$ cat config.mk
export PLATFORM = sky130hd
export DESIGN_NAME = store_buffer_align
export DESIGN_NICKNAME = d
export VERILOG_FILES = /design/src/rtl/store_pkg.sv /design/src/rtl/store_lane_fmt.sv /design/src/rtl/store_buffer_align.sv
export SDC_FILE = /design/constraint.sdc
export NUM_CORES = 1
export LEC_CHECK = 0
export ABC_AREA = 1
export CELL_PAD_IN_SITES_DETAIL_PLACEMENT = 0
export CELL_PAD_IN_SITES_GLOBAL_PLACEMENT = 2
export CORE_ASPECT_RATIO = 1.5
export CORE_UTILIZATION = 25
export DETAILED_ROUTE_END_ITERATION = 12
export PLACE_DENSITY = 0.68
export SYNTH_ARGS = -nofsm -noshare
export SYNTH_HDL_FRONTEND = slang
export SYNTH_SLANG_ARGS = --single-unit
$ cat constraint.sdc
create_clock -name clk -period 3.4 [get_ports clk]
set_input_delay 0.51 -clock clk [delete_from_list [all_inputs] [get_ports clk]]
set_output_delay 0.51 -clock clk [all_outputs]
set_load 0.01 [all_outputs]
$ cat src/rtl/store_pkg.sv
// Shared store-size encodings and lane helper for the store buffer.
package store_pkg;

    typedef enum logic [1:0] {
        SZ_B = 2'd0,
        SZ_H = 2'd1,
        SZ_W = 2'd2,
        SZ_D = 2'd3
    } st_size_e;

    // Bytes touched by an access of the given size, clamped to the memory width.
    function automatic int unsigned lane_bytes(input st_size_e size, input int unsigned lanes);
        int unsigned b;
        b = 32'd1 << size;
        return (b > lanes) ? lanes : b;
    endfunction

endpackage

$ cat src/rtl/store_lane_fmt.sv
// Combinational lane formatter: aligns address, shifts data and builds byte enables.
module store_lane_fmt
    import store_pkg::*;
#(
    parameter int unsigned DATA_W = 32,
    parameter int unsigned ADDR_W = 32
) (
    input  logic [ADDR_W-1:0]   addr,
    input  logic [1:0]          size,
    input  logic [DATA_W-1:0]   data,
    output logic [ADDR_W-1:0]   line_addr,
    output logic [DATA_W-1:0]   wdata,
    output logic [DATA_W/8-1:0] be,
    output logic                misaligned
);

    localparam int unsigned LANES = DATA_W / 8;
    localparam int unsigned OFF_W = $clog2(LANES);

    logic [OFF_W:0]   nbytes;
    logic [OFF_W-1:0] off;
    logic [OFF_W-1:0] mask_lo;
    logic [OFF_W-1:0] off_al;

    always_comb begin
        nbytes     = (OFF_W + 1)'(lane_bytes(st_size_e'(size), LANES));
        mask_lo    = OFF_W'(nbytes - 1'b1);
        off        = addr[OFF_W-1:0];
        misaligned = |(off & mask_lo);
        // Offset rounded down to a multiple of the access size.
        off_al     = off & ~mask_lo;
        line_addr  = {addr[ADDR_W-1:OFF_W], {OFF_W{1'b0}}};
        wdata      = '0;
        be         = '0;
        for (int j = 0; j < int'(LANES); j++) begin
            if (j >= int'(off_al) && j < int'(off_al) + int'(nbytes)) begin
                be[j]          = 1'b1;
                wdata[j*8 +: 8] = data[(j - int'(off_al))*8 +: 8];
            end
        end
    end

endmodule

$ cat src/rtl/store_buffer_align.sv
// Store buffer FIFO with lane alignment. Define STORE_MISALIGN_TRAP_EN to drop
// misaligned stores and flag them on misalign_err instead of force-aligning.
module store_buffer_align
    import store_pkg::*;
#(
    parameter int unsigned DATA_W = 32,
    parameter int unsigned ADDR_W = 32,
    parameter int unsigned DEPTH  = 4
) (
    input  logic                       clk,
    input  logic                       rst_n,
    input  logic                       st_valid,
    output logic                       st_ready,
    input  logic [ADDR_W-1:0]          st_addr,
    input  logic [1:0]                 st_size,
    input  logic [DATA_W-1:0]          st_data,
    output logic                       mem_valid,
    input  logic                       mem_ready,
    output logic [ADDR_W-1:0]          mem_addr,
    output logic [DATA_W-1:0]          mem_wdata,
    output logic [DATA_W/8-1:0]        mem_be,
    output logic [$clog2(DEPTH):0]     count,
    output logic                       misalign_err
);

    localparam int unsigned LANES = DATA_W / 8;
    localparam int unsigned PTR_W = $clog2(DEPTH);
    localparam int unsigned CNT_W = PTR_W + 1;

    logic [ADDR_W-1:0] addr_mem [DEPTH];
    logic [DATA_W-1:0] data_mem [DEPTH];
    logic [LANES-1:0]  be_mem   [DEPTH];

    logic [PTR_W-1:0] wr_ptr_q, rd_ptr_q;
    logic [CNT_W-1:0] count_q, count_d;
    logic             rdy_en_q;

    logic [ADDR_W-1:0] fmt_addr;
    logic [DATA_W-1:0] fmt_wdata;
    logic [LANES-1:0]  fmt_be;
    logic              fmt_misaligned;
    logic              accept, retire, push;

    store_lane_fmt #(
        .DATA_W (DATA_W),
        .ADDR_W (ADDR_W)
    ) u_fmt (
        .addr       (st_addr),
        .size       (st_size),
        .data       (st_data),
        .line_addr  (fmt_addr),
        .wdata      (fmt_wdata),
        .be         (fmt_be),
        .misaligned (fmt_misaligned)
    );

    // rdy_en_q keeps st_ready low while in reset and until the first edge after release.
    assign st_ready  = rdy_en_q && (count_q < CNT_W'(DEPTH));
    assign mem_valid = (count_q != '0);
    assign accept    = st_valid && st_ready;
    assign retire    = mem_valid && mem_ready;
    assign count     = count_q;
    assign mem_addr  = addr_mem[rd_ptr_q];
    assign mem_wdata = data_mem[rd_ptr_q];
    assign mem_be    = be_mem[rd_ptr_q];

`ifdef STORE_MISALIGN_TRAP_EN
    logic err_q;

    assign push         = accept && !fmt_misaligned;
    assign misalign_err = err_q;

    always_ff @(posedge clk or negedge rst_n) begin
        if (!rst_n) begin
            err_q <= 1'b0;
        end else if (accept && fmt_misaligned) begin
            err_q <= 1'b1;
        end
    end
`else
    logic unused_misaligned;

    assign push              = accept;
    assign misalign_err      = 1'b0;
    assign unused_misaligned = fmt_misaligned;
`endif

    always_comb begin
        count_d = count_q;
        if (push && !retire) begin
            count_d = count_q + 1'b1;
        end else if (retire && !push) begin
            count_d = count_q - 1'b1;
        end
    end

    always_ff @(posedge clk or negedge rst_n) begin
        if (!rst_n) begin
            count_q  <= '0;
            wr_ptr_q <= '0;
            rd_ptr_q <= '0;
            rdy_en_q <= 1'b0;
            for (int i = 0; i < int'(DEPTH); i++) begin
                addr_mem[i] <= '0;
                data_mem[i] <= '0;
                be_mem[i]   <= '0;
            end
        end else begin
            rdy_en_q <= 1'b1;
            count_q  <= count_d;
            if (push) begin
                addr_mem[wr_ptr_q] <= fmt_addr;
                data_mem[wr_ptr_q] <= fmt_wdata;
                be_mem[wr_ptr_q]   <= fmt_be;
                wr_ptr_q           <= wr_ptr_q + 1'b1;
            end
            if (retire) begin
                rd_ptr_q <= rd_ptr_q + 1'b1;
            end
        end
    end

endmodule

* After elaboration in Yosys (flattened, before gate mapping) *
Cells that the tools add are included.

operators by class
  reduce and logical (&&, ||, !) cells = 13
  shift-type cells = 5
  $add $sub $neg = 10
  muxes and demuxes = 27
  $lt $le $gt $ge = 12
  bitwise gates (word level) = 4

operators with widths
  cell                  count
  $bwmux 128            2
  $mux 32               5
  $bmux 32 s2           2
  $shiftx 32x32->8      4
  $demux 32 s2          1
  $lt 3x32->1 const A   2
  $gt 32x3->1 const B   1
  $lt 1x32->1 const A   1
  $lt 2x32->1 const A   1
  $mux 8                4
  $shl 1x2->32 const A  1
  $bwmux 16             1
  $mux 4                3
  $logic_and 1x1->1     9
  $mux 3                3
  $bmux 4 s2            1
  $demux 4 s2           1
  $ge 3x3->1 const B    2
  $not 2->3             2
  $sub 1x2->3 const A   2
  $sub 2x2->3 const A   2
  $add 2x1->2 const B   2
  $add 2x3->4           1
  $ge 1x2->1 const A    2
  12 further kinds      16

word-level totals
  word-level logic and storage cells = 87
  bits of input ports = 70
  register bits after elaboration = 280

* Longest topological paths before layout *
Gate-level depths: netlist of run 1.

  depth in word-level cells = 11
  depth in mapped cells = 14

* By module *
From an unflattened synthesis of run 1, not the netlist that was laid out.

second synthesis, totals
  cells, all modules = 2188
  area, all modules = 15997.8 sq um

by module, submodules not included
  module              cells each  area an instance (sq um)  seq. area each (sq um)  instances
  store_buffer_align  1791        14237.4                   7006.7                  1
  store_lane_fmt      397         1760.4                    0.0                     1

* Worst setup path after synthesis of run 1 *
Ideal clock, no wire load.

  path type = in2reg
  start = input st_addr[0]
  end = register data_mem[68] (netlist bit)
  data required time = 3.334 ns
  stages on the path = 12
  arrival = 2.213 ns
  slack = 1.121 ns
  buffers on the path = 4
  path through = clkbuf_1 nand2_2 buf_2 inv_1 ha_1 buf_2 inv_1 clkbuf_1 nand3_1 nand2_1 nand3_1 nand2_1

on the way
  longest elaborated chain between the ends = 6

RTL lines
  what                           line                       RTL
  start, declared                store_buffer_align.sv:14   input logic [ADDR_W-1:0] st_addr,
  $and 2x2->2 *                  store_lane_fmt.sv:31       off_al = off & ~mask_lo;
  $add 2x3->4                    store_lane_fmt.sv:36       if (j >= int'(off_al) && j < int'(off_al) + int'(nbytes)) begin
  $lt 1x32->1                    store_lane_fmt.sv:36
  $logic_and 1x1->1              store_lane_fmt.sv:36
  $mux 8 *                       store_lane_fmt.sv:36
  $bwmux 128 *                   store_buffer_align.sv:113  data_mem[wr_ptr_q] <= fmt_wdata;
  end signal, assigned by index  store_buffer_align.sv:113
  end, declared                  store_buffer_align.sv:31   logic [DATA_W-1:0] data_mem [DEPTH];

Every way passes the cells marked *; elsewhere a longest branch is shown, timed or not.
A chain may end at the register's enable or synchronous reset.

* Worst setup path in the final report of run 1 *
  start = register rd_ptr_q[1]
  end = output mem_addr[31]

on the way
  longest elaborated chain between the ends = 4

RTL lines
  what                                         line                       RTL
  start, declared                              store_buffer_align.sv:34   logic [PTR_W-1:0] wr_ptr_q, rd_ptr_q;
  start signal, assigned                       store_buffer_align.sv:118  rd_ptr_q <= rd_ptr_q + 1'b1;
  $not 2->3 (not written as such)              store_buffer_align.sv:63   assign mem_addr = addr_mem[rd_ptr_q];
  $bmux 32 s2                                  store_buffer_align.sv:63
  $mux 32 (not written as such) (2 in series)  store_buffer_align.sv:63
  end, declared                                store_buffer_align.sv:19   output logic [ADDR_W-1:0] mem_addr,

No other way between the ends. The select of a mux whose other input is x is not followed.

==> impl_metrics.ini, run 1 <==
[critical_path]
cp_data_arrival_time_ns = 2.74
cp-end-kind = primary output
crit_top_cell = buf_4
cp_slowest_cell = clkdlybuf4s50_1
start_kind = register
critPathTopFamily = buffers and inverters
cp_cell_sequence = clkinv_2, buf_4, buf_4, o21ai_0, o22ai_1, clkdlybuf4s50_1
crit_type = reg2out
worstPathRequired_ns = 2.89
timing.critical_path.buf_inv = 4
crit_path_max_fanout = 17
slowest_delay_ns = 0.58

[clock_tree]
h-tree-depth = 1
clk_pin_slew_worst_paths_ns = 0.06
clockBufferDepth = 3
cts_buffers = 31
cts_root_buf = clkbuf_16
clkSinkCount = 272
clk-insertion-delay-late_ns = 0.58
tritoncts = done

[placement]
placed_area_mm2 = 0.0154
portBuffers = 140
post-place-ws_ns = 0.438
dp_hpwl_mm = 28.7
placed_cells = 2461
gp_congestion = 0.768

[sta]
setup_viol = 0
max-slew-margin-rel_pct = 34.8
worst_clock_skew_ns = 0.0117
rsz0062_at_grt = false
whs_ns = 0.466
maxSlewViolCount = 0
fin_crit_sh_pct = 95.5
period_minus_slack_ns = 3.25
hold_viol = 0
max_freq_mhz = 308
layout_setup_ws_ns = 0.154
finalSetupTns_ns = 0
tightest_slew_ns = 0.977

[route]
drc = 0
routed_via_density = 4.72
ant_nets = 0
wl_per_cell_um = 19.2
dr.pass1.iters = 5
vias = 11901
drt_iter0_markers = 637
wl_mm = 48.4

[die]
die_h_um = 284
dieArea_mm2 = 0.0540
row_count = 103
io_pins = 144
coreArea_mm2 = 0.0525
die_w_um = 190
start_util_pct = 25.3

[synth]
synth_seq_cells = 272
synth_top_area_cell = dfrtp_1
synth_area_leaders = dfrtp_1 51%, nand2_1 19%, o21ai_0 6.9%
netlist.area_leader.share_pct = 51.4
avgSynthCellArea_um2 = 7.68
syn_area_mm2 = 0.0133
ys_seq_area_share_pct = 51.4
syn_inst = 1726
ys_warn_count = 0
ys_types = 30

[power]
finalPower_mw = 16.1
irDropWorstVdd_mv = 0.431
pwr_density_cell_mw_per_mm2 = 972
p_leak_nw = 8.14

[flow_run]
drv_cap = 0

[final_layout]
final_cell_area_mm2 = 0.0166
layout-drive-gt1-share_pct = 6.15
final_nets = 1893
num_antenna_cells = 0
final_util_pct = 31.6
nFillCells = 5576
instances_no_fill = 2520
final_common_cell = nand2_1
mostFrequentLayoutCells = 675 x nand2_1, 270 x dfrtp_1, 182 x o21ai_0
syn2layout_area_growth_pct = 25.2

[global_route]
grt_max_degree = 84
grt_pass1_wl_mm = 74.3
antenna_found_initial = 0
grt.total_usage_pct = 18.0
overflow = 0
grt_pass1_vias = 12110

[run_status]
status = completed

[worst_hold_path]
hold_path.class = reg2reg
## cell usage after synthesis
cell and number:
nor2_8 1, nor3b_1 1, xnor2_1 1, nand4_1 30
mux2_2 1, buf_1 3, clkinv_1 1, a21oi_4 1
ha_1 9, o22ai_1 63, nor2_4 1, dfrtp_1 272
a21boi_4 1, nor2_1 139, nand3_1 147, o21bai_1 1
inv_2 6, buf_2 57, clkbuf_1 50, fa_1 1
nor2_2 1, nand2_1 676, o21ai_0 182, conb_1 2
inv_1 53, buf_6 6, xor2_1 3, buf_4 8
nand2_2 3, a21oi_1 6
## state kept, by name (all words and copies together) (netlist names)
register  cells
data_mem    128
addr_mem    120
be_mem       16
count         3
rd_ptr_q      2
wr_ptr_q      2
rdy_en_q      1
## path summary, 6_finish.rpt
kind	cells after the start	slack, ns	endpoint	start
max	6	0.15	mem_addr[31]	rd_ptr_q[1]
max in group asynchronous	3	2.00	addr_mem[92]	rst_n
min reg2reg	2	0.47	addr_mem[74]	addr_mem[74]
min in group asynchronous	2	0.52	addr_mem[106]	rst_n
min	2	0.47	addr_mem[74]	addr_mem[74]
max reg2reg	8	1.32	data_mem[60]	count[2]
## tightest hold or removal path, delay by kind of cell (launching register included)
family	cells	cell delay, ns
flops	1	0.34
simple gates	2	0.09
## cell families after synthesis
group	synth area share, %
AOI/OAI and AO/OA	10.4
xor gates and xnor gates	0.264
adders and majority gates	1.00
buffers and inverters	6.32
DFF	51.4
muxes	0.0850
other	0.0567
and+or+nand+nor	30.5
## layer usage
layer	vias up	part of all wire (%)	GRT usage [%]
li1	5763	-	-
met1	5848	43	22.4
met2	243	52	32.9
met3	47	3.3	1.48
met4	0	2.0	4.60
met5	-	0	0
## layout make-up
cell class	count	area [um^2]	area share [%]
flip-flops and latches	272	6810	41.1
multi-input cells	1272	5640	34.0
repair buffers	176	1830	11.0
clock buffers	43	911	5.49
well taps	682	853	5.14
clock inverters	15	310	1.87
inverters	60	231	1.40
## report_power, final
group | internal, mW | switching, mW
clock network | 2.54 | 1.44
logic | 2.91 | 3.89
registers | 4.64 | 0.715
total | 10.1 | 6.04
## what timing repair did
item	in CTS	in global routing
hold buffers	1	0
endpoints found under the hold margin	69	0
resized for setup	1	1
buffers inserted	0	0
endpoints found under the setup margin	3	3
(Power assumes the default switching activity.)
==> run 2: changes to the inputs <==
--- a/config.mk
+++ b/config.mk
@@ -9,9 +9,9 @@
 export CELL_PAD_IN_SITES_DETAIL_PLACEMENT = 0
 export CELL_PAD_IN_SITES_GLOBAL_PLACEMENT = 2
 export CORE_ASPECT_RATIO = 1.5
-export CORE_UTILIZATION = 25
+export CORE_UTILIZATION = 36
 export DETAILED_ROUTE_END_ITERATION = 12
-export PLACE_DENSITY = 0.68
+export PLACE_DENSITY = 0.91
 export SYNTH_ARGS = -nofsm -noshare
 export SYNTH_HDL_FRONTEND = slang
 export SYNTH_SLANG_ARGS = --single-unit
==> impl_metrics.ini, run 2 (synthesized netlist as in run 1, its figures left out) <==
[clock_tree]
clockBufferDepth = 3
cts_root_buf = clkbuf_16
clkSinkCount = 272
h-tree-depth = 1
clk_pin_slew_worst_paths_ns = 0.06
clk-insertion-delay-late_ns = 0.58
tritoncts = done
cts_buffers = 29

[worst_hold_path]
min_from = addr_mem[93]
hold_path.class = reg2reg
min_path_cells = 2
holdPathEnd = addr_mem[93]

[global_route]
grt_pass1_wl_mm = 68.4
antenna_found_initial = 0
grt_pass1_vias = 11873
grt_max_degree = 85
grt.total_usage_pct = 23.8
overflow = 0

[run_status]
status = completed

[die]
coreArea_mm2 = 0.0361
io_pins = 144
dieArea_mm2 = 0.0376
start_util_pct = 36.8
row_count = 85
die_w_um = 159
die_h_um = 237

[sta]
period_minus_slack_ns = 3.30
fin_crit_sh_pct = 96.9
hold_viol = 0
whs_ns = 0.464
max-slew-margin-rel_pct = 34.8
maxSlewViolCount = 0
worst_clock_skew_ns = 0.0234
tightest_slew_ns = 0.976
max_freq_mhz = 303
setup_viol = 0
finalSetupTns_ns = 0
rsz0062_at_grt = false

[critical_path]
reg2regPathDepth = 9
worstPathRequired_ns = 2.89
critPathLaunch = rd_ptr_q[0]
cp-end-kind = primary output
cp_data_arrival_time_ns = 2.79
r2r_end = count[2]
start_kind = register
crit_type = reg2out
crit_path_max_fanout = 34
r2r_start = count[2]
rrSetupSlack_ns = 1.30

[flow_run]
drv_cap = 0

[final_layout]
final_common_cell = nand2_1
num_antenna_cells = 0
layout-drive-gt1-share_pct = 5.51
largest_reg_flops = 128
regMostFlops = data_mem
nFillCells = 3637
final_nets = 1890
reg.largest.list = data_mem (128), addr_mem (120), be_mem (16)
mostFrequentLayoutCells = 675 x nand2_1, 270 x dfrtp_1, 182 x o21ai_0
syn2layout_area_growth_pct = 20.7

[placement]
dp_hpwl_mm = 26.9
portBuffers = 140
gp_congestion = 0.878

[route]
dr.pass1.iters = 5
drt_iter0_markers = 796
routed_via_density = 5.18
ant_nets = 0
wl_per_cell_um = 18.9
wl_mm = 43.7
drc = 0
vias = 11970

[power]
p_leak_nw = 7.98
pwr_density_cell_mw_per_mm2 = 940
irDropWorstVdd_mv = 0.707
## run 2: repair_timing
item,CTS,global route
hold buffers,1,0
setup endpoints to repair,0,1
buffers inserted,0,0
endpoints found under the hold margin,38,0
gates resized for setup,0,1
## run 2: cell type report
class	instances	area, um^2	area share (%)
clock inverter	4	26.3	0.164
sequential	272	6810	42.6
inverter	60	228	1.42
multi-input combinational	1272	5650	35.3
tap	478	598	3.74
clock buffer	49	901	5.63
timing repair buffer	175	1780	11.2
## run 2: how the worst max path moves through the flow
stage               slack (ns)  depth (start not counted)      endpoint
finish                    0.10                          4     mem_be[0]
floorplan                 1.12                         12  data_mem[68]
global placement          0.47                         10   data_mem[4]
CTS                       0.01                          5  mem_wdata[1]
detailed placement        0.48                         10   data_mem[7]
global route              0.03                          5  mem_wdata[0]
## run 2: worst max-delay path, stage by stage (launching register included)
cell,delay (ns)
dfrtp_4,0.71
buf_4,0.40
o21ai_0,0.18
o22ai_1,0.29
clkdlybuf4s50_1,0.61
## run 2: report_power, final
group / leakage [nW] / internal, mW / total [mW] / switching [mW]
clock: 0.454 / 1.79 / 3.10 / 1.31
combinational: 4.03 / 2.86 / 6.52 / 3.66
sequential: 3.50 / 4.64 / 5.43 / 0.786
total: 7.98 / 9.29 / 15.0 / 5.76
## run 2: per-layer routing
metal | GRT usage [%] | routed length [um] | up-vias
met5 | 0 | 0 | -
met4 | 7.60 | 1260 | 0
met3 | 2.12 | 1810 | 64
met2 | 42.3 | 22500 | 324
met1 | 30.1 | 18100 | 5832
li1 | - | - | 5750
## run 2: stage by stage
step / std cells / power [mW] / worst slack, ns / cell area (um^2) / util [%]
6_report: 2310 / 15.0 / 0.105 / 16000 / 44.4
5_1_grt: 2310 / 16.1 / 0.0328 / 16000 / 44.4
4_1_cts: 2310 / 15.2 / 0.0127 / 16000 / 44.4
3_5_place_dp: 2256 / 12.1 / 0.483 / 15100 / 41.8
3_3_place_gp: 2256 / 12.0 / 0.466 / 15100 / 41.8
2_1_floorplan: 1728 / 8.93 / 1.12 / 13300 / -
